## src/rtl/multdiv_wb_unit.sv

```systemverilog
// Iterative signed multiply/divide unit feeding the register file write port.
// Define MULTDIV_STATUS_REDIRECT_EN to redirect exceptions to the status register.
module multdiv_wb_unit #(
  parameter int unsigned WIDTH      = 32,
  parameter logic [4:0]  STATUS_REG = 5'd30
) (
  input  logic             clock,
  input  logic             ctrl_reset_n,
  input  logic             ctrl_start,
  input  logic             ctrl_op,
  input  logic [4:0]       ctrl_rd,
  input  logic [WIDTH-1:0] data_operandA,
  input  logic [WIDTH-1:0] data_operandB,
  output logic             busy,
  output logic             wb_writeEnable,
  output logic [4:0]       wb_writeReg,
  output logic [WIDTH-1:0] wb_data,
  output logic             data_exception
);

  localparam int unsigned CntW = $clog2(WIDTH + 1);

  typedef enum logic [1:0] {StIdle, StMult, StDiv, StWb} state_e;

  state_e            state_q, state_d;
  logic [CntW-1:0]   cnt_q, cnt_d;
  logic [4:0]        rd_q, rd_d;
  logic              neg_q, neg_d;
  logic              dovf_q, dovf_d;
  logic              dz_q, dz_d;
  logic [WIDTH-1:0]  dsr_q, dsr_d;  // multiplicand or divisor magnitude
  logic [WIDTH-1:0]  hi_q, hi_d;    // product high half or partial remainder
  logic [WIDTH-1:0]  lo_q, lo_d;    // multiplier or dividend, becomes product low / quotient
  logic              busy_q, busy_d;
  logic              we_q, we_d;
  logic [4:0]        wreg_q, wreg_d;
  logic [WIDTH-1:0]  wdata_q, wdata_d;
  logic              exc_q, exc_d;

  logic [WIDTH-1:0]   mag_a, mag_b;
  logic [WIDTH:0]     msum;
  logic [WIDTH:0]     trial;
  logic [2*WIDTH-1:0] prod_s;
  logic [WIDTH-1:0]   quot_s;
  logic               fin, fin_exc, fin_div;
  logic [WIDTH-1:0]   fin_res;

  always_comb begin
    mag_a  = data_operandA[WIDTH-1] ? -data_operandA : data_operandA;
    mag_b  = data_operandB[WIDTH-1] ? -data_operandB : data_operandB;
    msum   = {1'b0, hi_q} + {1'b0, (lo_q[0] ? dsr_q : '0)};
    trial  = {hi_q, lo_q[WIDTH-1]} - {1'b0, dsr_q};
    prod_s = neg_q ? -{hi_q, lo_q} : {hi_q, lo_q};
    quot_s = neg_q ? -lo_q : lo_q;
  end

  always_comb begin
    state_d = state_q;
    cnt_d   = cnt_q;
    rd_d    = rd_q;
    neg_d   = neg_q;
    dovf_d  = dovf_q;
    dz_d    = dz_q;
    dsr_d   = dsr_q;
    hi_d    = hi_q;
    lo_d    = lo_q;
    we_d    = 1'b0;
    wreg_d  = '0;
    wdata_d = '0;
    exc_d   = 1'b0;
    fin     = 1'b0;
    fin_exc = 1'b0;
    fin_div = 1'b0;
    fin_res = '0;

    unique case (state_q)
      StIdle: begin
        if (ctrl_start) begin
          state_d = ctrl_op ? StDiv : StMult;
          cnt_d   = '0;
          rd_d    = ctrl_rd;
          neg_d   = data_operandA[WIDTH-1] ^ data_operandB[WIDTH-1];
          dz_d    = ctrl_op && (data_operandB == '0);
          dovf_d  = ctrl_op && (data_operandA == {1'b1, {(WIDTH-1){1'b0}}})
                    && (data_operandB == '1);
          dsr_d   = ctrl_op ? mag_b : mag_a;
          hi_d    = '0;
          lo_d    = ctrl_op ? mag_a : mag_b;
        end
      end
      StMult: begin
        if (cnt_q == CntW'(WIDTH)) begin
          fin     = 1'b1;
          fin_res = prod_s[WIDTH-1:0];
          fin_exc = prod_s != {{WIDTH{prod_s[WIDTH-1]}}, prod_s[WIDTH-1:0]};
        end else begin
          {hi_d, lo_d} = {msum, lo_q[WIDTH-1:1]};
          cnt_d        = cnt_q + CntW'(1);
        end
      end
      StDiv: begin
        fin_div = 1'b1;
        if (dz_q) begin
          fin     = 1'b1;
          fin_exc = 1'b1;
        end else if (cnt_q == CntW'(WIDTH)) begin
          fin     = 1'b1;
          fin_res = quot_s;
          fin_exc = dovf_q;
        end else begin
          hi_d  = trial[WIDTH] ? {hi_q[WIDTH-2:0], lo_q[WIDTH-1]} : trial[WIDTH-1:0];
          lo_d  = {lo_q[WIDTH-2:0], ~trial[WIDTH]};
          cnt_d = cnt_q + CntW'(1);
        end
      end
      StWb: begin
        state_d = StIdle;
        cnt_d   = '0;
      end
      default: state_d = StIdle;
    endcase

    if (fin) begin
      state_d = StWb;
      exc_d   = fin_exc;
`ifdef MULTDIV_STATUS_REDIRECT_EN
      if (fin_exc) begin
        we_d    = 1'b1;
        wreg_d  = STATUS_REG;
        wdata_d = fin_div ? WIDTH'(2) : WIDTH'(1);
      end else begin
        we_d    = rd_q != 5'd0;
        wreg_d  = rd_q;
        wdata_d = fin_res;
      end
`else
      we_d    = rd_q != 5'd0;
      wreg_d  = rd_q;
      wdata_d = fin_res;
`endif
    end

    busy_d = state_d != StIdle;
  end

  always_ff @(posedge clock) begin
    if (!ctrl_reset_n) begin
      state_q <= StIdle;
      cnt_q   <= '0;
      rd_q    <= '0;
      neg_q   <= 1'b0;
      dovf_q  <= 1'b0;
      dz_q    <= 1'b0;
      dsr_q   <= '0;
      hi_q    <= '0;
      lo_q    <= '0;
      busy_q  <= 1'b0;
      we_q    <= 1'b0;
      wreg_q  <= '0;
      wdata_q <= '0;
      exc_q   <= 1'b0;
    end else begin
      state_q <= state_d;
      cnt_q   <= cnt_d;
      rd_q    <= rd_d;
      neg_q   <= neg_d;
      dovf_q  <= dovf_d;
      dz_q    <= dz_d;
      dsr_q   <= dsr_d;
      hi_q    <= hi_d;
      lo_q    <= lo_d;
      busy_q  <= busy_d;
      we_q    <= we_d;
      wreg_q  <= wreg_d;
      wdata_q <= wdata_d;
      exc_q   <= exc_d;
    end
  end

  assign busy           = busy_q;
  assign wb_writeEnable = we_q;
  assign wb_writeReg    = wreg_q;
  assign wb_data        = wdata_q;
  assign data_exception = exc_q;

endmodule

```

## config.mk

```make
export PLATFORM = sky130hd
export DESIGN_NAME = multdiv_wb_unit
export DESIGN_NICKNAME = d
export VERILOG_FILES = /design/src/rtl/multdiv_wb_unit.sv
export SDC_FILE = /design/constraint.sdc
export NUM_CORES = 1
export LEC_CHECK = 0
export BUFFER_PORTS_ARGS = -buffer_cell sky130_fd_sc_hd__buf_2
export CAP_MARGIN = 20
export CORE_ASPECT_RATIO = 1.75
export CORE_MARGIN = 2
export CORE_UTILIZATION = 50
export DETAILED_ROUTE_END_ITERATION = 12
export PLACE_DENSITY = 0.69
export SLEW_MARGIN = 20
export SYNTH_ARGS = -nofsm -noshare
export SYNTH_HDL_FRONTEND = slang
export SYNTH_SLANG_ARGS = --single-unit
```

## constraint.sdc

```tcl
create_clock -name clock -period 5.15 [get_ports clock]
set_input_delay 0.2575 -clock clock [delete_from_list [all_inputs] [get_ports clock]]
set_output_delay 0.2575 -clock clock [all_outputs]
set_load 0.02 [all_outputs]
```

* Yosys cells after proc, flatten, opt, wreduce, memory -nomap -nowiden
Cells that the tools add are included.
** Cells by class
- Eq/ne operators :: 11
- $add $sub $neg :: 7
- Reductions and logical operators :: 12
- Multiplexer cells :: 37
- Bitwise logic cells :: 2
** Operator list (number)
- $mux W32 :: 18
- $pmux W32 S3 :: 2
- $neg A32 Y32 :: 3
- $eq A32 B32 Y1 const B :: 2
- $mux W64 :: 1
- $neg A64 Y64 :: 1
- $pmux W32 S2 :: 1
- $add A32 B32 Y33 :: 1
- $sub A33 B32 Y33 :: 1
- $logic_not A32 Y1 :: 1
- $ne A32 B32 Y1 :: 1
- $pmux W6 S4 :: 1
- $mux W6 :: 3
- $ne A2 B2 Y1 const B :: 4
- $add A6 B1 Y6 const B :: 1
- $eq A6 B6 Y1 const B :: 1
- $mux W2 :: 3
- $reduce_and A2 Y1 :: 3
- $mux W1 :: 5
- $reduce_and A5 Y1 :: 1
- $reduce_bool A5 Y1 :: 1
- $eq A2 B2 Y1 const B :: 2
- $pmux W1 S2 :: 2
- $pmux W2 S2 :: 1
- other kinds (7) :: 9
** Word-level totals
- Input port bits :: 73
- Word-level logic and storage cells :: 83
- Output and inout bits :: 40
- Flip-flop bits (word level) :: 152

* Logic depth before layout (Yosys ltp)
- Word-level depth :: 6
- Mapped depth :: 16
- Mapped depth without buffers :: 14

* Least setup slack after synthesis
No wires, ideal clock.
- Kind :: register to register
- Start :: register lo_q[31]
- End :: register hi_q[30]
- Stages on the path, launching flop included :: 17
- Arrival :: 3.195 ns
- Clock period less this slack :: 3.326 ns
- Setup slack :: 1.824 ns
- Buffers on the path :: 2
- Setup time :: 0.131 ns
- Data required time :: 5.019 ns
- Cell sequence :: dfxtp_1 inv_1 ha_1 inv_1 fa_1 a21o_1 and4_1 o21ai_0 a21oi_1 o21ai_0 o21ai_0 xor2_1 clkbuf_1 buf_2 nor2_1 a221oi_1 o21ai_0
** On the way
- Longest elaborated chain between the ends :: 5
** Ends and longest elaborated chain
- from (decl) :: RTL line 33 : logic [WIDTH-1:0] lo_q, lo_d;
- from (signal assigned) :: RTL line 171 : lo_q <= lo_d;
- $sub A33 B32 Y33 :: RTL line 52 : trial = {hi_q, lo_q[WIDTH-1]} - {1'b0, dsr_q};
- $mux W32 :: RTL line 111 : hi_d = trial[WIDTH] ? {hi_q[WIDTH-2:0], lo_q[WIDTH-1]} : trial[WIDTH-1:0];
- $mux W32 :: RTL line 106 : end else if (cnt_q == CntW'(WIDTH)) begin
- $mux W32 :: RTL line 103 : if (dz_q) begin
- $pmux W32 S3 :: RTL line 76 : unique case (state_q)
- to (signal assigned) :: RTL line 170 : hi_q <= hi_d;
- to (decl) :: RTL line 32 : logic [WIDTH-1:0] hi_q, hi_d;
No other way between the ends. The select of a mux whose other input is x is not followed.
A chain may end at the register's enable or synchronous reset.

* Worst setup path after layout
- Start :: register lo_q[31]
- End :: register hi_q[18]
Same word-level chain as after synthesis.

==> results by group <==
Clock tree
  • Clk pin slew, worst setup/hold paths: 70 ps
  • Number of hold buffers added after CTS: 0
  • Post-CTS Setup Bufs: 0
  • CTS tree: yes
  • H-tree Lvls: 4
  • Clk sink count: 152
  • Clk root buf: clkbuf_16
  • Clk_lat worst skew: roughly 460 ps
  • Total CTS buffers: 17
  • Resized cells post-CTS: 0
  • Max Buffers Root-to-Sink: 2

STA
  • Relative slew slack: 29.5%
  • Hold Violations, Final: 0
  • Highest Clock Rate: 241 MHz
  • Worst hold slack: 36.8 ps
  • Tcrit/Tclk final: between 80% and 90%
  • Actual slew at the worst max-slew pin: between 1000 and 1500 ps
  • Clock Skews: just over 10 ps
  • Setup TNS: 0 ps
  • RSZ-0062 raised after global routing: false
  • Tmin final: 4150 ps
  • Final setup vio count: 0
  • Worst setup margin: 1000 ps
  • Slew Viols, Final: 0

Synthesis
  • Syn_area_per_cell: 7.44 sq um
  • Top post-synthesis cells by area: dfxtp_1 23%, ha_1 6.9%, xor2_1 6.3%, nor2_1 5.4%, a21oi_1 5.0%
  • Cell Area, Synth: 0.0134 sq mm
  • Syn. warnings: 0
  • Post-synth EDFFs: 0
  • Synthesis-stage register bit count: 152
  • Top cell type's share of synthesized area: 22.7%
  • Largest area contributor in the netlist: dfxtp_1
  • Synth Instances: 1798
  • Post-synth top cells: 194 x nor2_1, 176 x nand2_1, 152 x dfxtp_1
  • Net count after synthesis: 1947
  • Most used DFF post-synth: dfxtp_1
  • Distinct cells, synth: 85
  • Most common cell in the synthesized netlist: nor2_1
  • Async S/R FF share, synth: 0%
  • Seq/Total Area, Yosys: 22.7%

Route
  • DR WL/cell: between 20 and 25 um
  • Total Routed Length: 46.2 mm
  • Vias: 13900
  • DRT iter0 DRCs: 881
  • Via density per instance: 6.42
  • Residual DRC: 0
  • Post-DRT Antenna Nets: 0
  • Pre-antenna DRT Iters: 6

Power and ir drop
  • Worst vdd ir: about 260 uV
  • Sequential Power Share: 34.2%
  • Internal Pwr Total: roughly 2.5 mW
  • Clk pwr share: 30.3%
  • Sw Pwr: 1.64 mW
  • Switching Share: approximately 40%
  • Static Leak: 5.96 nW
  • P per Cell Area: 280 mW/mm^2
  • Comb power frac: a little over a third

GRT
  • Largest net degree at the start of global routing: 81
  • Initial antenna violation count: 0
  • GR Util All Layers: 32.6%
  • Gr ovfl total: 0
  • First-pass GRT wire length: 71.4 mm
  • Vias in the first global route: 13700

Layout
  • Share of layout cells above drive strength 1: a little over a tenth
  • Synth-to-Final Area Change: 9.30%
  • Antenna cell count: 0
  • Fin nets: 1980

Critical path
  • CP Launch Type: flop
  • CP max FO: 28
  • Arrival @ worst endpoint: 4440 ps
  • Type of the worst setup path: flop to flop
  • CP Launch Point: lo_q[31]
  • Setup slack, reg-to-reg: roughly 1000 ps
  • CP Data Required Time: 5450 ps
  • Setup crit end: hi_q[18]
  • RR Endpoint: hi_q[18]
  • FF-to-FF path depth: 14
  • Crit end category: flop
  • Worst r2r src: lo_q[31]

Floorplan
  • Die span in x: between 100 and 150 um
  • # IOs: 113
  • Die Height: 220 um
  • Rows: approximately 80
  • Core area: 0.0265 sq mm
  • DIE AREA: 0.0281 sq mm
  • Starting density of the core: approximately half

Status
  • Status: finished, final reports clean

Place
  • Worst slack, placed: 1070 ps
  • Port Buffers: 112
  • Detailed placer's ending HPWL: approximately 36 mm
  • Gpl congestion: 0.956

Worst hold path
  • Hold_sp: ctrl_rd[1]
  • HP Class: input pin to flop

Run
  • MaxCap Viol Count: 0
==> per-layer routing <==
layer	routed length, um	global-route usage, %	share of wire [%]
met1	15900	31.3	34
met2	24000	60.6	52
met3	2030	4.30	4.4
met4	4280	27.8	9.3
met5	0	0	0
==> cells in the final DEF, fill, tap and decap left out, drive strengths merged, types with 19 or more instances in the layout <==
| cell | netlist | routed |
|---|---|---|
| a211oi | 29 | 29 |
| a21o | 36 | 36 |
| a21oi | 135 | 135 |
| a22oi | 27 | 27 |
| buf | 20 | 131 |
| clkbuf | 97 | 19 |
| dfxtp | 152 | 152 |
| ha | 74 | 74 |
| inv | 75 | 81 |
| mux2i | 40 | 40 |
| nand2 | 176 | 176 |
| nand3 | 34 | 34 |
| nand4 | 28 | 28 |
| nor2 | 194 | 194 |
| nor3 | 30 | 30 |
| nor4 | 23 | 23 |
| o211ai | 31 | 31 |
| o21ai | 125 | 125 |
| o31ai | 32 | 32 |
| o41ai | 23 | 23 |
| xnor2 | 68 | 68 |
| xor2 | 96 | 96 |
==> through the flow <==
| step | utilization, % | cells | cell area, sq um | power [mW] |
|---|---|---|---|---|
| 2_1_floorplan | - | 1798 | 13400 | 2.41 |
| 3_5_place_dp | 53.1 | 2136 | 14100 | 2.85 |
| 3_3_place_gp | 53.1 | 2136 | 14100 | 2.83 |
| 5_1_grt | 55.2 | 2166 | 14600 | 4.27 |
| 4_1_cts | 55.2 | 2166 | 14600 | 4.07 |
| 6_report | 55.2 | 2166 | 14600 | 4.10 |
==> sequential cells by signal, indices dropped and copies added, names as in the netlist <==
name and flops:
lo_q 32, neg_q 1, state_q 2, wb_data 32, rd_q 5, wb_writeReg 5
busy 1, dz_q 1, data_exception 1, dsr_q 32, wb_writeEnable 1, dovf_q 1
hi_q 32, cnt_q 6
==> layout make-up <==
class	instances	area, sq um
sequential	152	3040
fill	2625	11900
inverter	75	282
multi-input combinational	1454	9630
clock inverter	11	115
clock buffer	19	433
tap	324	405
timing repair buffer	131	716
==> cell families after synthesis <==
family,count (synthesis),synth area share (%)
AO/OA/AOI/OAI,564,28.2
XOR/XNOR,164,10.7
adder cells (fa/ha/maj),76,7.22
buffers and inverters,192,5.50
flip-flops,152,22.7
multiplexers,44,3.33
AND/OR/NAND/NOR,606,22.3
==> worst min path at each step <==
stage / to / slack, ps / cells past startpoint
finish: rd_q[1] / 40 / 3
global route: rd_q[1] / 40 / 3
CTS: rd_q[4] / 30 / 3
detailed placement: wb_writeReg[3] / 440 / 2
global placement: wb_writeReg[3] / 430 / 2
floorplan: rd_q[4] / 390 / 2
==> power groups by stage <==
stage | Clock (mW) | Sequential, mW | Combinational [mW]
3_5_place_dp | 0 | 1.42 | 1.42
3_3_place_gp | 0 | 1.42 | 1.41
5_1_grt | 1.29 | 1.41 | 1.57
6_report | 1.24 | 1.40 | 1.46
4_1_cts | 1.24 | 1.40 | 1.43
2_1_floorplan | 0 | 1.34 | 1.07
==> worst max-delay path, cell delays in order (launching register included) <==
cell and delay, ps:
dfxtp_1 430, inv_1 170, ha_1 190, inv_1 60, fa_1 410, a21o_1 190
and4_1 220, o21ai_0 220, a21oi_1 90, o21ai_0 510, o21ai_0 320, xor2_4 550
buf_12 270, mux2i_1 220, o221ai_1 130
Note: power is estimated with default switching activity, not from simulation.
